$ cat config.mk
export PLATFORM = sky130hd
export DESIGN_NAME = sqrt_iter_core
export DESIGN_NICKNAME = d
export VERILOG_FILES = /design/src/rtl/sqrt_pkg.sv /design/src/rtl/sqrt_result_reg.sv /design/src/rtl/sqrt_iter_core.sv
export SDC_FILE = /design/constraint.sdc
export NUM_CORES = 1
export LEC_CHECK = 0
export BUFFER_PORTS_ARGS = -buffer_cell sky130_fd_sc_hd__buf_2
export CORE_ASPECT_RATIO = 1.1
export CORE_MARGIN = 1.5
export CORE_UTILIZATION = 35
export DETAILED_ROUTE_END_ITERATION = 6
export PLACE_DENSITY = 0.51
export SLEW_MARGIN = 20
export SYNTH_ARGS = -nofsm -noshare
export SYNTH_HDL_FRONTEND = slang
export SYNTH_SLANG_ARGS = --single-unit
$ cat constraint.sdc
create_clock -name clk -period 2.1 [get_ports clk]
set_input_delay 0.315 -clock clk [delete_from_list [all_inputs] [get_ports clk]]
set_output_delay 0.315 -clock clk [all_outputs]
set_load 0.05 [all_outputs]
$ cat src/rtl/sqrt_pkg.sv
//------------------------------------------------------------------------------
// Module  : sqrt_pkg
// Brief   : Shared types, width helpers and a reference square root.
// Rev     : 1.0  initial release
//------------------------------------------------------------------------------
`default_nettype none

package sqrt_pkg;

  typedef enum logic [1:0] {
    IDLE = 2'd0,
    RUN  = 2'd1,
    DONE = 2'd2
  } sqrt_state_e;

  function automatic int root_w(input int data_w);
    return data_w / 2;
  endfunction

  function automatic int rem_w(input int data_w);
    return data_w / 2 + 1;
  endfunction

  // Bitwise trial-squaring search, deliberately unlike the digit recurrence.
  function automatic logic [31:0] sqrt_ref(input logic [63:0] x);
    logic [31:0] r;
    logic [31:0] c;
    r = '0;
    for (int i = 31; i >= 0; i--) begin
      c = r | (32'd1 << i);
      if (64'(c) * 64'(c) <= x) r = c;
    end
    return r;
  endfunction

endpackage

`default_nettype wire

$ cat src/rtl/sqrt_result_reg.sv
//------------------------------------------------------------------------------
// Module  : sqrt_result_reg
// Brief   : Root/remainder holding register with synchronous clear and load.
// Rev     : 1.0  initial release
//------------------------------------------------------------------------------
`default_nettype none

module sqrt_result_reg #(
  parameter int ROOT_W = 8,
  parameter int REM_W  = 9
) (
  input  logic              clk,
  input  logic              clr,
  input  logic              load,
  input  logic [ROOT_W-1:0] root_d,
  input  logic [REM_W-1:0]  rem_d,
  output logic [ROOT_W-1:0] root,
  output logic [REM_W-1:0]  rem
);

  logic [ROOT_W-1:0] root_q;
  logic [REM_W-1:0]  rem_q;

  always_ff @(posedge clk) begin
    if (clr) begin
      root_q <= '0;
      rem_q  <= '0;
    end else if (load) begin
      root_q <= root_d;
      rem_q  <= rem_d;
    end
  end

  assign root = root_q;
  assign rem  = rem_q;

endmodule

`default_nettype wire

$ cat src/rtl/sqrt_iter_core.sv
//------------------------------------------------------------------------------
// Module  : sqrt_iter_core
// Brief   : Iterative integer square root, one root bit per clock.
// Rev     : 1.0  initial release
//------------------------------------------------------------------------------
`default_nettype none

module sqrt_iter_core
  import sqrt_pkg::*;
#(
  parameter int DATA_W = 16,
  parameter int ROOT_W = root_w(DATA_W),
  parameter int REM_W  = rem_w(DATA_W)
) (
  input  logic              clk,
  input  logic              rst,
  input  logic              init,
  input  logic              start,
  input  logic [DATA_W-1:0] radicand,
  output logic [ROOT_W-1:0] root,
  output logic [REM_W-1:0]  rem,
  output logic              busy,
  output logic              done
);

  localparam int              PW       = REM_W + 1;
  localparam int              CNT_W    = (ROOT_W > 1) ? $clog2(ROOT_W) : 1;
  localparam logic [CNT_W-1:0] CNT_LOAD = CNT_W'(ROOT_W - 1);

  generate
    if ((DATA_W % 2) != 0 || DATA_W < 4 || ROOT_W != DATA_W / 2 || REM_W != DATA_W / 2 + 1)
    begin : g_bad_params
      $error("sqrt_iter_core: DATA_W must be even and >= 4; ROOT_W/REM_W are derived");
    end
  endgenerate

  sqrt_state_e       state_q, state_d;
  logic [CNT_W-1:0]  cnt_q, cnt_d;
  logic [DATA_W-1:0] x_q, x_d;
  logic [PW-1:0]     p_q, p_d;
  logic [ROOT_W-1:0] y_q, y_d;
  logic              busy_q, busy_d;
  logic              done_q, done_d;
  logic              load_res;

  // Digit step evaluated two bits wider than P so nothing is lost before the compare.
  logic [PW+1:0]     p_shift, trial, p_new;
  logic [ROOT_W-1:0] y_new;
  logic              fits;

  always_comb begin
    p_shift = {p_q, x_q[DATA_W-1 -: 2]};
    trial   = (PW+2)'({y_q, 2'b01});
    fits    = (p_shift >= trial);
    p_new   = fits ? (p_shift - trial) : p_shift;
    y_new   = {y_q[ROOT_W-2:0], fits};
  end

  always_comb begin
    state_d  = state_q;
    cnt_d    = cnt_q;
    x_d      = x_q;
    p_d      = p_q;
    y_d      = y_q;
    busy_d   = 1'b0;
    done_d   = 1'b0;
    load_res = 1'b0;
    if (init) begin
      state_d = IDLE;
      cnt_d   = '0;
      x_d     = '0;
      p_d     = '0;
      y_d     = '0;
    end else begin
      case (state_q)
        IDLE, DONE: begin
          if (start) begin
            state_d = RUN;
            cnt_d   = CNT_LOAD;
            x_d     = radicand;
            p_d     = '0;
            y_d     = '0;
            busy_d  = 1'b1;
          end else begin
            state_d = IDLE;
          end
        end
        RUN: begin
          x_d = {x_q[DATA_W-3:0], 2'b00};
          p_d = p_new[PW-1:0];
          y_d = y_new;
          if (cnt_q == '0) begin
            state_d  = DONE;
            done_d   = 1'b1;
            load_res = 1'b1;
          end else begin
            cnt_d  = cnt_q - 1'b1;
            busy_d = 1'b1;
          end
        end
        default: state_d = IDLE;
      endcase
    end
  end

  always_ff @(posedge clk) begin
    if (rst) begin
      state_q <= IDLE;
      cnt_q   <= '0;
      x_q     <= '0;
      p_q     <= '0;
      y_q     <= '0;
      busy_q  <= 1'b0;
      done_q  <= 1'b0;
    end else begin
      state_q <= state_d;
      cnt_q   <= cnt_d;
      x_q     <= x_d;
      p_q     <= p_d;
      y_q     <= y_d;
      busy_q  <= busy_d;
      done_q  <= done_d;
    end
  end

  sqrt_result_reg #(
    .ROOT_W (ROOT_W),
    .REM_W  (REM_W)
  ) u_result (
    .clk    (clk),
    .clr    (rst | init),
    .load   (load_res),
    .root_d (y_new),
    .rem_d  (p_new[REM_W-1:0]),
    .root   (root),
    .rem    (rem)
  );

  assign busy = busy_q;
  assign done = done_q;

  a_busy_done_excl: assert property (@(posedge clk) disable iff (rst) !(busy_q && done_q));
  a_rem_bound: assert property (@(posedge clk) disable iff (rst) done_q |-> (rem <= {root, 1'b0}));
  a_no_overflow: assert property (@(posedge clk) disable iff (rst)
    (state_q == RUN) |-> (p_new[PW+1:PW] == 2'b00));
  a_p_top_clear: assert property (@(posedge clk) disable iff (rst)
    (state_q == RUN && cnt_q == '0) |-> !p_new[PW-1]);

endmodule

`default_nettype wire
==> After elaboration in Yosys (flattened, before gate mapping) <==
Cells that the tools add are included.
W data, S select, Z words.
{ "totals": {"ff_bits": 58, "input_bits": 20, "output_inout_bits": 19, "wordCells": 44} }
{ "classes": {"n_bitwise": 1, "mux": 19, "n_reduce_logical": 7, "n_lt_le_gt_ge": 1, "n_eq_ne": 5, "add_sub_neg": 2} }
{ "op_table": {"columns": ["operator", "n"], "rows": [
  ["$pmux W16 S2", 1],
  ["$mux W10", 2],
  ["$pmux W10 S2", 1],
  ["$mux W16", 1],
  ["$pmux W8 S2", 1],
  ["$ge A12 B10 Y1", 1],
  ["$sub A10 B10 Y10", 1],
  ["$mux W8", 1],
  ["$mux W1", 6],
  ["$mux W3", 2],
  ["$ne A2 B2 Y1 const B", 3],
  ["$pmux W3 S2", 1],
  ["$pmux W2 S2", 1],
  ["$reduce_or A2 Y1", 2],
  ["$logic_not A3 Y1", 1],
  ["$reduce_and A3 Y1", 1],
  ["$sub A3 B1 Y3 const B", 1],
  ["$eq A2 B1 Y1 const B", 1],
  ["$eq A2 B2 Y1 const B", 1],
  ["$logic_not A2 Y1", 1],
  ["$mux W2", 1],
  ["$pmux W1 S2", 1],
  ["$reduce_and A2 Y1", 1],
  ["$reduce_bool A2 Y1", 1],
  ["$or A1 B1 Y1", 1]
]} }

==> Longest topological paths before layout <==
{ "depth": {"word_depth": 4, "depth_mapped": 9} }

==> By module <==
From an unflattened synthesis, not the netlist that was laid out.
{ "unflattened": {"cells_unflattened": 284, "hier_area_um2": 2708.8} }
{ "modules_own_cells": {"columns": ["module", "seq_area_each_um2", "cells_each", "area_each_um2", "n_inst"], "rows": [
  ["sqrt_iter_core", 820.8, 229, 2094.5, 1],
  ["sqrt_result_reg", 340.3, 55, 614.3, 1]
]} }

==> Worst setup path after synthesis <==
No wires, ideal clock.
{ "synth_path": {"kind": "register to register", "startpoint": "reg y_q[7]", "endpoint": "reg u_result.rem_q[6], in the netlist u_result.rem[6]", "path_stages_with_launch": 9, "n_path_buf": 1, "required_time_ps": 1975, "arrival_ps": 1756, "slack_ps": 220, "period_less_slack_ps": 1880, "path_cell_list": "dfxtp_1 > inv_1 > ha_1 > a2111oi_0 > o21a_2 > nand2_4 > buf_12 > a31oi_1 > a21oi_1"} }
{ "synth_between": {"elab_chain_cells": 2} }
{ "synth_rtl": {"columns": ["element", "line", "rtl"], "rows": [
  ["from (decl)", "sqrt_iter_core.sv:41", "logic [ROOT_W-1:0] y_q, y_d;"],
  ["from (signal assigned)", "sqrt_iter_core.sv:120", "y_q <= y_d;"],
  ["$ge A12 B10 Y1", "sqrt_iter_core.sv:54", "fits = (p_shift >= trial);"],
  ["$mux W10", "sqrt_iter_core.sv:55", "p_new = fits ? (p_shift - trial) : p_shift;"],
  ["to (signal assigned)", "sqrt_result_reg.sv:30", "rem_q <= rem_d;"],
  ["to (decl)", "sqrt_result_reg.sv:22", "logic [REM_W-1:0] rem_q;"]
]} }
Every way passes these cells.
A chain may end at the register's enable or synchronous reset.

==> Worst setup path in the final report <==
{ "layout_path": {"startpoint": "reg y_q[5]", "endpoint": "reg p_q[4]"} }
{ "layout_between": {"elab_chain_cells": 3} }
{ "layout_rtl": {"columns": ["element", "line", "rtl"], "rows": [
  ["$ge A12 B10 Y1", "sqrt_iter_core.sv:54", null],
  ["$mux W10", "sqrt_iter_core.sv:55", null],
  ["$pmux W10 S2", "sqrt_iter_core.sv:75", "case (state_q)"],
  ["to (signal assigned)", "sqrt_iter_core.sv:119", "p_q <= p_d;"],
  ["to (decl)", "sqrt_iter_core.sv:40", "logic [PW-1:0] p_q, p_d;"]
]} }
Every way passes these cells.

==> metrics.cfg <==
[clock_network]
cts_tree = built
cts_hold_buf = 0
cts.sinks = 58
clk_transition_reported_paths_ns = 0.07
clk_latency_ns = 0.34
cts-root-buf = clkbuf_8
cts_buffer_depth = 2
cts_buffers = 9
htreeDepth = 3

[min_path]
hp-start = rst
hold_path_class = primary input to register
whs_endpoint = done
holdPathStages = 2

[place]
io_buffers = 38
placedCellCount = 451
gp_congestion = 0.841
dp_hpwl_mm = 4.30

[logic_synthesis]
syn_inst = 312
synth_edf_count = 0
synth-seq-cells = 58
ys.flop_type = dfxtp_1
async_flop_share = 0
syn-num-nets = 344
ys_types = 38
synth_area_um2 = 2690
seq_area_frac_synth = 0.431
yosys_warnings = 0
synth_area_per_cell_um2 = 8.63

[worst_setup_path]
worstSetupPathType = register to register
slowest_delay_ns = 0.37
r2r-end = p_q[4]
cp_max_fo = 8
worst-r2r-setup-slack_ns = 0.09
worstPathRequired_ns = 2.32
endpoint_kind = register
crit_chain = inv_1 -> ha_2 -> and3_4 -> nand4_1 -> o21a_2 -> nand2_4 -> mux2i_1 -> o21ai_0
critPathLaunchType = register
r2r_cells = 8
arrival_ns = 2.23
cp_top_family = simple AND/OR/NAND/NOR gates
rr_startpoint = y_q[5]
worst-path-buf-inv = 1
crit_slowest_cell = dfxtp_1

[drt]
drc = 0
viasPerCell = 4.89
drt_iter0_markers = 120
firstDrtPassIters = 5
wl_per_cell_um = 13.4
totalWireLength_mm = 6.29
postRouteAntennaNets = 0
vias = 2293

[timing]
setup_violations = 0
hold_violations = 0
skew_ns = 0.00855
max_freq_ghz = 0.498
rsz0062_at_grt = yes
slew_headroom = 0.669
tightest_slew_ns = 0.497
period_minus_slack_ns = 2.01
setup_tns_ns = 0
maxSlewViolCount = 0
fin_crit_sh = 0.956

[grt]
grt_pass1_vias = 2152
grt_max_degree = 38
grtUsageTotal = 0.172
grt_pass1_wl_mm = 10.8
grt.overflow.total = 0
antenna_found_initial = 0

[final_layout]
stdcell_count = 469
antenna_cells = 0
multi_input_area_um2 = 1450
area.growth.synth_to_final_pct = 22.7
finalNetCount = 391
nFillCells = 763
layout-drive-gt1-share = 0.239
seqCellArea_um2 = 1160

[flow_run]
drv_cap = 0

[floorplan]
row_count = 33
core_um2 = 7470
die_area_um2 = 8230
die_x_um = 86.6
io_pins = 39
die_h_um = 95.0
start_util = 0.360

[power_and_ir_drop]
vdd_drop_max_mv = 0.356
power.density_nw_per_um2 = 792
leakage_uw = 0.00134

[outcome]
status = finished clean

==> metrics by stage <==
step | area [um^2] | worst slack (ns) | hold WS (ns) | utilization | power (uW)
CTS | 3270 | 0.00458 | 0.167 | 0.437 | 2640
global placement | 3030 | 0.00533 | 0.444 | 0.405 | 1460
detailed placement | 3030 | -0.0299 | 0.449 | 0.405 | 1470
floorplan | 2690 | 0.220 | 0.387 | - | 1400
finish | 3300 | 0.0928 | 0.185 | 0.442 | 2620
global route | 3300 | -0.0188 | 0.176 | 0.442 | 2740
==> where the power goes <==
part | total (uW) | switching [uW] | internal [uW]
Combinational | 323 | 189 | 134
Sequential | 1140 | 13.5 | 1120
Clock | 1160 | 467 | 692
==> worst reg2reg max path: stages (launching register included) <==
cell	delay [ns]
dfxtp_1	0.37
inv_1	0.06
ha_2	0.37
and3_4	0.22
nand4_1	0.10
o21a_2	0.26
nand2_4	0.15
mux2i_1	0.27
o21ai_0	0.10
==> repair_timing <==
item,4_1_cts,5_1_grt
gates cloned,1,0
endpoints found under the setup margin,8,19
resized for setup,2,10
buffers inserted,1,0
pin swaps,1,0
==> area by class of cell <==
type | count | share of cell area
Timing Repair Buffer | 52 | 0.0894
Inverter | 14 | 0.0159
Tap cell | 105 | 0.0398
Clock inverter | 6 | 0.0242
Clock buffer | 10 | 0.0417
Sequential cell | 58 | 0.352
Multi-Input combinational cell | 224 | 0.437
==> sequential cells by signal (all words and copies together) (netlist names) <==
signal and flops:
done 1, y_q 8, cnt_q 3, state_q 2, p_q 10, u_result.rem 9, u_result.root 8, x_q 16
busy 1
==> worst max-delay path by stage <==
stage	depth (start not counted)	startpoint	endpoint	slack [ns]
2_1_floorplan	8	y_q[7]	u_result.rem[6]	0.22
3_3_place_gp	8	y_q[3]	p_q[5]	0.005
3_5_place_dp	8	y_q[3]	p_q[5]	-0.03
4_1_cts	8	y_q[3]	u_result.rem[6]	0.005
5_1_grt	8	y_q[5]	p_q[8]	-0.02
6_report	8	y_q[5]	p_q[4]	0.09
==> routing by layer <==
metal / wire length [um] / vias up / track usage
met5: 0 / - / 0
met4: 121 / 0 / 0.0766
met3: 257 / 12 / 0.0459
met2: 2660 / 36 / 0.246
met1: 3250 / 1054 / 0.240
li1: - / 1191 / -
==> cell usage after synthesis (4+ instances only) <==
cell       n  area, um^2
a21oi_1   22         110
o21ai_1    4        20.0
a31oi_1    6        37.5
dfxtp_1   58        1160
nand2b_1   5        31.3
nand2_1   26        97.6
xnor2_1    5        43.8
nor3_1     7        35.0
a211oi_1  17         128
buf_2      5        25.0
mux2i_1   19         190
clkbuf_1   8        30.0
inv_1     14        52.6
nand3_1    5        25.0
ha_1      12         150
o21ai_0   16        80.1
nor2_1    41         154
a22oi_1   10        75.1
==> cell usage in the layout, fill, tap and decap left out, types with 7 or more instances in the layout <==
cell	n
nor3_1	7
a22oi_1	10
nor2_1	41
mux2i_1	18
dfxtp_1	57
clkbuf_8	10
ha_1	9
o21ai_0	14
inv_1	14
nand2_1	26
a211oi_1	17
a21oi_1	22
buf_2	38
buf_4	14
==> logic make-up after synthesis <==
family | share of synthesized area
AND/OR/NAND/NOR | 0.172
AO/OA/AOI/OAI | 0.200
flip-flops | 0.431
buffers and inverters | 0.0516
multiplexers | 0.0706
adder cells (fa/ha/maj) | 0.0557
XOR/XNOR | 0.0195
No activity file was read; power rests on OpenSTA's default activity.
